### src/rtl/dmem_arb_pkg.sv
// Shared types for the data-memory arbiter: arbitration states and master indices.
package dmem_arb_pkg;

  typedef enum logic [1:0] {
    IDLE = 2'd0,
    OWN0 = 2'd1,
    OWN1 = 2'd2
  } arb_state_e;

  typedef logic mst_idx_t;

  localparam mst_idx_t M0 = 1'b0;
  localparam mst_idx_t M1 = 1'b1;

endpackage

### src/rtl/dmem_rr_pick.sv
// Combinational two-master pick: a valid lock owner wins, otherwise round-robin.
module dmem_rr_pick
  import dmem_arb_pkg::*;
(
  input  logic       req0,
  input  logic       req1,
  input  mst_idx_t   last_grant,
  input  mst_idx_t   owner,
  input  logic       owner_valid,
  output logic [1:0] gnt
);

  always_comb begin
    gnt = '0;
    if (owner_valid && (owner == M0) && req0) begin
      gnt = 2'b01;
    end else if (owner_valid && (owner == M1) && req1) begin
      gnt = 2'b10;
    end else if (req0 && req1) begin
      gnt = (last_grant == M0) ? 2'b10 : 2'b01;
    end else if (req0) begin
      gnt = 2'b01;
    end else if (req1) begin
      gnt = 2'b10;
    end
  end

endmodule

### src/rtl/dmem_arbiter.sv
// Two-master data-memory arbiter with bounded lock ownership and a 1-cycle load return path.
module dmem_arbiter
  import dmem_arb_pkg::*;
#(
  parameter int DM_ADDRESS = 9,
  parameter int DATA_W     = 32,
  parameter int MAX_LOCK   = 8
) (
  input  logic                  clk,
  input  logic                  rst_n,
  input  logic                  m0_req,
  input  logic                  m0_we,
  input  logic                  m0_lock,
  input  logic [DM_ADDRESS-1:0] m0_addr,
  input  logic [DATA_W-1:0]     m0_wdata,
  input  logic [2:0]            m0_funct3,
  output logic                  m0_gnt,
  output logic                  m0_rvalid,
  output logic [DATA_W-1:0]     m0_rdata,
  input  logic                  m1_req,
  input  logic                  m1_we,
  input  logic                  m1_lock,
  input  logic [DM_ADDRESS-1:0] m1_addr,
  input  logic [DATA_W-1:0]     m1_wdata,
  input  logic [2:0]            m1_funct3,
  output logic                  m1_gnt,
  output logic                  m1_rvalid,
  output logic [DATA_W-1:0]     m1_rdata,
  output logic                  MemRead,
  output logic                  MemWrite,
  output logic [DM_ADDRESS-1:0] a,
  output logic [DATA_W-1:0]     wd,
  output logic [2:0]            Funct3,
  input  logic [DATA_W-1:0]     rd
);

  localparam int CNT_W = $clog2(MAX_LOCK + 1);
  localparam logic [CNT_W-1:0] LOCK_MAX = CNT_W'(MAX_LOCK);

  arb_state_e        state_q, state_d;
  mst_idx_t          last_grant_q, last_grant_d;
  logic [CNT_W-1:0]  lock_cnt_q, lock_cnt_d;
  logic [1:0]        rvalid_q, rvalid_d;
  logic [DATA_W-1:0] m0_rdata_q, m0_rdata_d;
  logic [DATA_W-1:0] m1_rdata_q, m1_rdata_d;

  logic [1:0] pick;
  logic [1:0] gnt;
  mst_idx_t   owner;
  mst_idx_t   gnt_idx;
  logic       owner_valid;
  logic       sel_lock;

  assign owner       = (state_q == OWN1) ? M1 : M0;
  assign owner_valid = (state_q != IDLE) && (lock_cnt_q < LOCK_MAX);

  dmem_rr_pick u_pick (
    .req0        (m0_req),
    .req1        (m1_req),
    .last_grant  (last_grant_q),
    .owner       (owner),
    .owner_valid (owner_valid),
    .gnt         (pick)
  );

  assign gnt     = rst_n ? pick : '0;
  assign gnt_idx = gnt[1] ? M1 : M0;
  assign m0_gnt  = gnt[0];
  assign m1_gnt  = gnt[1];

  always_comb begin
    MemRead  = 1'b0;
    MemWrite = 1'b0;
    a        = '0;
    wd       = '0;
    Funct3   = '0;
    sel_lock = 1'b0;
    if (gnt[0]) begin
      MemWrite = m0_we;
      MemRead  = ~m0_we;
      a        = m0_addr;
      wd       = m0_wdata;
      Funct3   = m0_funct3;
      sel_lock = m0_lock;
    end else if (gnt[1]) begin
      MemWrite = m1_we;
      MemRead  = ~m1_we;
      a        = m1_addr;
      wd       = m1_wdata;
      Funct3   = m1_funct3;
      sel_lock = m1_lock;
    end
  end

  // Re-granting the same owner after its lock window expired starts a fresh window at 1.
  always_comb begin
    state_d      = state_q;
    last_grant_d = last_grant_q;
    lock_cnt_d   = lock_cnt_q;
    if (|gnt) begin
      last_grant_d = gnt_idx;
      if (sel_lock) begin
        state_d = (gnt_idx == M1) ? OWN1 : OWN0;
        if ((state_q == state_d) && (lock_cnt_q < LOCK_MAX)) begin
          lock_cnt_d = lock_cnt_q + CNT_W'(1);
        end else begin
          lock_cnt_d = CNT_W'(1);
        end
      end else begin
        state_d    = IDLE;
        lock_cnt_d = '0;
      end
    end else if (state_q != IDLE) begin
      state_d    = IDLE;
      lock_cnt_d = '0;
    end
  end

  always_comb begin
    rvalid_d   = '0;
    m0_rdata_d = m0_rdata_q;
    m1_rdata_d = m1_rdata_q;
    if (MemRead) begin
      rvalid_d = gnt;
      if (gnt[0]) m0_rdata_d = rd;
      if (gnt[1]) m1_rdata_d = rd;
    end
  end

  always_ff @(posedge clk) begin
    if (!rst_n) begin
      state_q      <= IDLE;
      last_grant_q <= M1;
      lock_cnt_q   <= '0;
      rvalid_q     <= '0;
      m0_rdata_q   <= '0;
      m1_rdata_q   <= '0;
    end else begin
      state_q      <= state_d;
      last_grant_q <= last_grant_d;
      lock_cnt_q   <= lock_cnt_d;
      rvalid_q     <= rvalid_d;
      m0_rdata_q   <= m0_rdata_d;
      m1_rdata_q   <= m1_rdata_d;
    end
  end

  // Gating by rst_n hides a pulse registered on the edge just before reset asserts.
  assign m0_rvalid = rvalid_q[0] & rst_n;
  assign m1_rvalid = rvalid_q[1] & rst_n;
  assign m0_rdata  = m0_rdata_q;
  assign m1_rdata  = m1_rdata_q;

endmodule

### config.mk
export PLATFORM = sky130hd
export DESIGN_NAME = dmem_arbiter
export DESIGN_NICKNAME = d
export VERILOG_FILES = /design/src/rtl/dmem_arb_pkg.sv /design/src/rtl/dmem_rr_pick.sv /design/src/rtl/dmem_arbiter.sv
export SDC_FILE = /design/constraint.sdc
export NUM_CORES = 1
export LEC_CHECK = 0
export ABC_AREA = 1
export CORE_MARGIN = 4
export CORE_UTILIZATION = 32
export DETAILED_ROUTE_END_ITERATION = 16
export GPL_TIMING_DRIVEN = 0
export PLACE_DENSITY_LB_ADDON = 0.2
export SKIP_LAST_GASP = 1
export SYNTH_ARGS = -nofsm -noshare
export SYNTH_HDL_FRONTEND = slang
export SYNTH_SLANG_ARGS = --single-unit
### constraint.sdc
create_clock -name clk -period 1.6 [get_ports clk]
set_clock_uncertainty 0.05 [all_clocks]
set_input_delay 0.4 -clock clk [delete_from_list [all_inputs] [get_ports clk]]
set_output_delay 0.4 -clock clk [all_outputs]
set_load 0.01 [all_outputs]
# Word level (Yosys, flattened, before mapping)
# Index checks and enable logic that the tools add are counted.
# W data, S select, Z words.
# totals
output_inout_bits	114
wordCells	57
reg_bits	73
in_bits	128
# classes
reduce_logical	13
bitwise	5
n_eq_ne	2
muxes	29
add_sub_neg	1
magnitude_cmp	1
# ops
operator	count
$mux W32	2
$mux W2	11
$mux W9	2
$mux W4	4
$mux W1	8
$logic_and A1 B1 Y1	7
$mux W3	2
$reduce_and A2 Y1	3
$add A4 B1 Y4 const B	1
$lt A4 B4 Y1 const B	1
$reduce_bool A2 Y1	2
$not A1 Y1	3
$and A1 B1 Y1	2
$eq A2 B2 Y1	1
$eq A2 B2 Y1 const B	1
$reduce_or A2 Y1	1

# Depth between registers and ports, before layout
# logic_depth
depth_word	14
mapped_depth	12
mapped_depth_nobuf	11

# By module
# Synthesis repeated with hierarchy kept, for this count alone.
# unflattened
hier_cells	483
hier_area_um2	3310.7
# modules_own_cells
mod	cells_per_inst	seq_area_each_um2	instances	area_each_um2
dmem_arbiter	472	1461.4	1	3261.9
dmem_rr_pick	11	0.0	1	48.8

# Least setup slack after synthesis
# No wires, ideal clock.
# synth_path
path_kind	input to output
start	input port m1_req
end	output port wd[10]
stages	9
t_required_ns	1.150
arrival_ns	1.289
slack_ns	-0.139
path_buffers	1
cell_sequence	inv_1 -> nor2_1 -> nand2_1 -> nand2_2 -> nand2_4 -> inv_6 -> clkbuf_1 -> nand2_1 -> nand2_1
# synth_between
elab_chain_len	8
elab_cells_between_ends	10
cone_classes	8 x mux; 2 x reduce/logical
# synth_lines
item	line	source
start: declaration	dmem_arbiter.sv:20	input logic m1_req,
$mux W2	dmem_rr_pick.sv:23	end else if (req1) begin
$mux W2	dmem_rr_pick.sv:21	end else if (req0) begin
$mux W2	dmem_rr_pick.sv:19	end else if (req0 && req1) begin
$mux W2 *	dmem_rr_pick.sv:17	end else if (owner_valid && (owner == M1) && req1) begin
$mux W2 *	dmem_rr_pick.sv:15	if (owner_valid && (owner == M0) && req0) begin
$mux W2 *	dmem_arbiter.sv:66	assign gnt = rst_n ? pick : '0;
$mux W32	dmem_arbiter.sv:85	end else if (gnt[1]) begin
$mux W32 *	dmem_arbiter.sv:78	if (gnt[0]) begin
end: declaration	dmem_arbiter.sv:32	output logic [DATA_W-1:0] wd,
# Mark *: on every way between the ends. The rest lies on a longest branch, timed or not.

# Worst setup path after layout
# layout_path
start	register last_grant_q
end	output port a[0]
# layout_between
elab_chain_len	7
# layout_lines
item	line	source
start: declaration	dmem_arbiter.sv:41	mst_idx_t last_grant_q, last_grant_d;
start signal: assignment	dmem_arbiter.sv:140	last_grant_q <= last_grant_d;
$mux W2 *	dmem_rr_pick.sv:20	gnt = (last_grant == M0) ? 2'b10 : 2'b01;
$mux W2 *	dmem_rr_pick.sv:19	
$mux W2 *	dmem_rr_pick.sv:17	
$mux W2 *	dmem_rr_pick.sv:15	
$mux W2 *	dmem_arbiter.sv:66	
$mux W9	dmem_arbiter.sv:85	
$mux W9 *	dmem_arbiter.sv:78	
end: declaration	dmem_arbiter.sv:31	output logic [DM_ADDRESS-1:0] a,
# Marks and branches as above.

==> flow_summary.json <==
{
  "outcome": "finished, violations left",
  "violations": "negative setup slack",
  "syn_avg_cell_area_um2": 6.96,
  "reg2reg_depth": 14,
  "grt_overflow": 0,
  "layout.nets": 938,
  "path_class": "reg2out",
  "synth_xor_area_share_pct": 0.507,
  "synth_compound_area_share_pct": 12.7,
  "synthCells": 496,
  "dr.pass1.iters": 4,
  "reg2reg_from": "state_q[1]",
  "worst_setup_path_end_kind": "output port",
  "initial_utilization_pct": 33.2,
  "path_cells": "inv_2 -> a21boi_2 -> nand2_2 -> nand2_2 -> nand2_2 -> buf_8 -> inv_12 -> buf_12 -> nand2_1 -> nand2_2 -> buf_2",
  "grt_use_total_pct": 23.4,
  "ys_async_sr_fraction_pct": 0,
  "timing_hold_violations_final": 0,
  "num_antenna_cells": 0,
  "cp_data_required_time_ps": 1150,
  "syn2layout_area_growth_pct": 122,
  "cts.clk_slew.worst_paths_ps": 80,
  "synth_cell_types": 32,
  "rows": 37,
  "grt_max_degree": 14,
  "synth_top_family_by_area": "simple AND/OR/NAND/NOR gates",
  "layout-drive-gt1-share_pct": 43.7,
  "place_congestion": 0.912,
  "hold_depth": 2,
  "yosys-top-cells-count": "nand2_1, dfxtp_1, nand2_2, o21ai_0, a21oi_2",
  "arrival_ps": 1770,
  "cp-startpoint": "last_grant_q",
  "synth.area.top_cells": "dfxtp_1, nand2_1, a21oi_2",
  "clock_latency_ps": 350,
  "ir_drop_v": 0.000560,
  "antenna_found_initial": 0,
  "setup_slack_ps": -621,
  "synth_top_area_cell": "dfxtp_1",
  "rsz0062_at_grt": "true",
  "synth_top_area_share_pct": 42.3,
  "drt-total-wl_um": 16200,
  "ys_ff_latch": 73,
  "synthAdderAreaFrac_pct": 0.362,
  "hold_class": "reg2reg",
  "avgViaCountPerCell": 4.76,
  "slew_viol_final": 0,
  "postCtsHoldBufs": 0,
  "worst_pin_slew_ps": 784,
  "cpMostUsedCell": "nand2_2",
  "port_buffers": 241,
  "synth_mux_area_share_pct": 0,
  "cts_tree": "yes",
  "crit_path_start_kind": "flip-flop",
  "synth_ff_type": "dfxtp_1",
  "grt_pass1_wl_um": 23500,
  "min-delay-start": "m0_rdata[24]",
  "drcViolationCount": 0,
  "min_period_ps": 2220,
  "chipWidth_um": 112,
  "synth_nets": 625,
  "die_h_um": 112,
  "period_share_pct": 139,
  "drtIter0Drc": 309,
  "timing.fmax_ghz": 0.450,
  "synth_area_mm2": 0.00345,
  "slowest_delay_ps": 340,
  "power_density_mw_per_mm2": 646,
  "leakage_nw": 3.56,
  "grt_pass1_vias": 4547,
  "wl_per_cell_um": 17.0,
  "ios": 242,
  "synth_edf_count": 0,
  "setup_viol": 118,
  "root_buffer": "clkbuf_8",
  "final.setup.tns_ps": -40770,
  "clockBufferDepth": 2,
  "die_area_mm2": 0.0125,
  "yosysSeqAreaShare_pct": 42.3,
  "crit_fanout": 10,
  "yosysWarnings": 0,
  "cts_buffers": 9,
  "routed-via-count": 4526,
  "cp_slowest_cell": "dfxtp_2",
  "synth-simple-area-share_pct": 35.7,
  "coreArea_mm2": 0.0104,
  "dp_slack_ps": -1420,
  "yosysMostFrequentCell": "nand2_1",
  "htreeDepth": 3,
  "postRouteAntennaNets": 0,
  "hpwl_um": 10600,
  "cts.sinks": 73,
  "drv_cap": 0,
  "slew_headroom_pct": 47.7
}
critical path: cells and delay by family (launching register included):
kind	cells	cell delay [ps]
AND/OR/NAND/NOR	5	350
flip-flops	1	340
AO/OA/AOI/OAI	1	170
buffers and inverters	5	550
worst paths after layout:
path,end,slack [ps]
worst max-delay path,a[0],-620
worst min-delay path,m0_rdata[24],410
worst min register to register,m0_rdata[24],410
worst max register to register,lock_cnt_q[3],-260
metrics by stage:
step	power (W)	util [%]	cell area [um^2]	hold slack (ps)	cells
finish	0.00496	73.7	7680	408	950
global route	0.00516	73.7	7680	431	950
CTS	0.00479	68.0	7080	412	930
detailed placement	0.00324	60.0	6250	401	873
global placement	0.00323	60.0	6250	399	873
floorplan	0.00246	-	3670	431	496
report_power, final:
part	switching (W)	internal, W	total, W	leakage [nW]
Clock	0.000697	0.000716	0.00141	0.0954
Sequential	0.0000460	0.00190	0.00195	0.596
Combinational	0.000707	0.000899	0.00161	2.87
Total	0.00145	0.00351	0.00496	3.56
area by class of cell:
class                   instances  area [um^2]
flip-flops and latches         73         1470
plain buffers                  28          390
clock inverters                 7         68.8
clock buffers                   9          124
inverters                      19          116
well taps                     136          170
repair inverters                1         16.3
repair buffers                302         3090
multi-input cells             375         2240
fillers                       771         2740
state kept, by name (all words and copies together) (netlist names):
name          cells
m0_rdata         32
m1_rdata         32
lock_cnt_q        4
rvalid_q          2
state_q           2
last_grant_q      1
placed cells by master, fill, tap and decap left out, drive strengths merged:
master | Yosys | layout
clkdlybuf4s15 | 0 | 3
nand3 | 6 | 6
bufbuf | 0 | 2
nor2 | 8 | 8
clkinv | 2 | 7
inv | 17 | 17
clkinvlp | 0 | 2
dfxtp | 73 | 73
o211ai | 1 | 1
clkdlybuf4s50 | 0 | 124
xnor2 | 1 | 1
o21ai | 33 | 33
bufinv | 0 | 1
a21oi | 36 | 36
ha | 1 | 1
nand4 | 5 | 5
buf | 22 | 123
clkbuf | 7 | 22
dlygate4sd2 | 0 | 65
a21boi | 1 | 1
o22ai | 1 | 1
nand2 | 281 | 281
xor2 | 1 | 1
what timing repair did:
item | in CTS | in global routing
endpoints found under the hold margin | 0 | 0
buffers inserted | 30 | 13
gates resized for setup | 409 | 105
gates cloned | 12 | 7
endpoints found under the setup margin | 184 | 118
pin swaps | 16 | 19
cells by family after synthesis:
group                    count (synthesis)
XOR/XNOR                                 2
adder cells (fa/ha/maj)                  1
flip-flops                              73
AO/OA/AOI/OAI                           72
buffers and inverters                   48
AND/OR/NAND/NOR                        300
layer usage:
metal	vias to the layer above	part of all wire (%)	GRT usage, %
met3	27	7.9	7.61
li1	2181	-	-
met1	2108	37	25.3
met2	210	53	43.4
met5	-	0	0
met4	0	2.2	6.81
(Power assumes the default switching activity.)
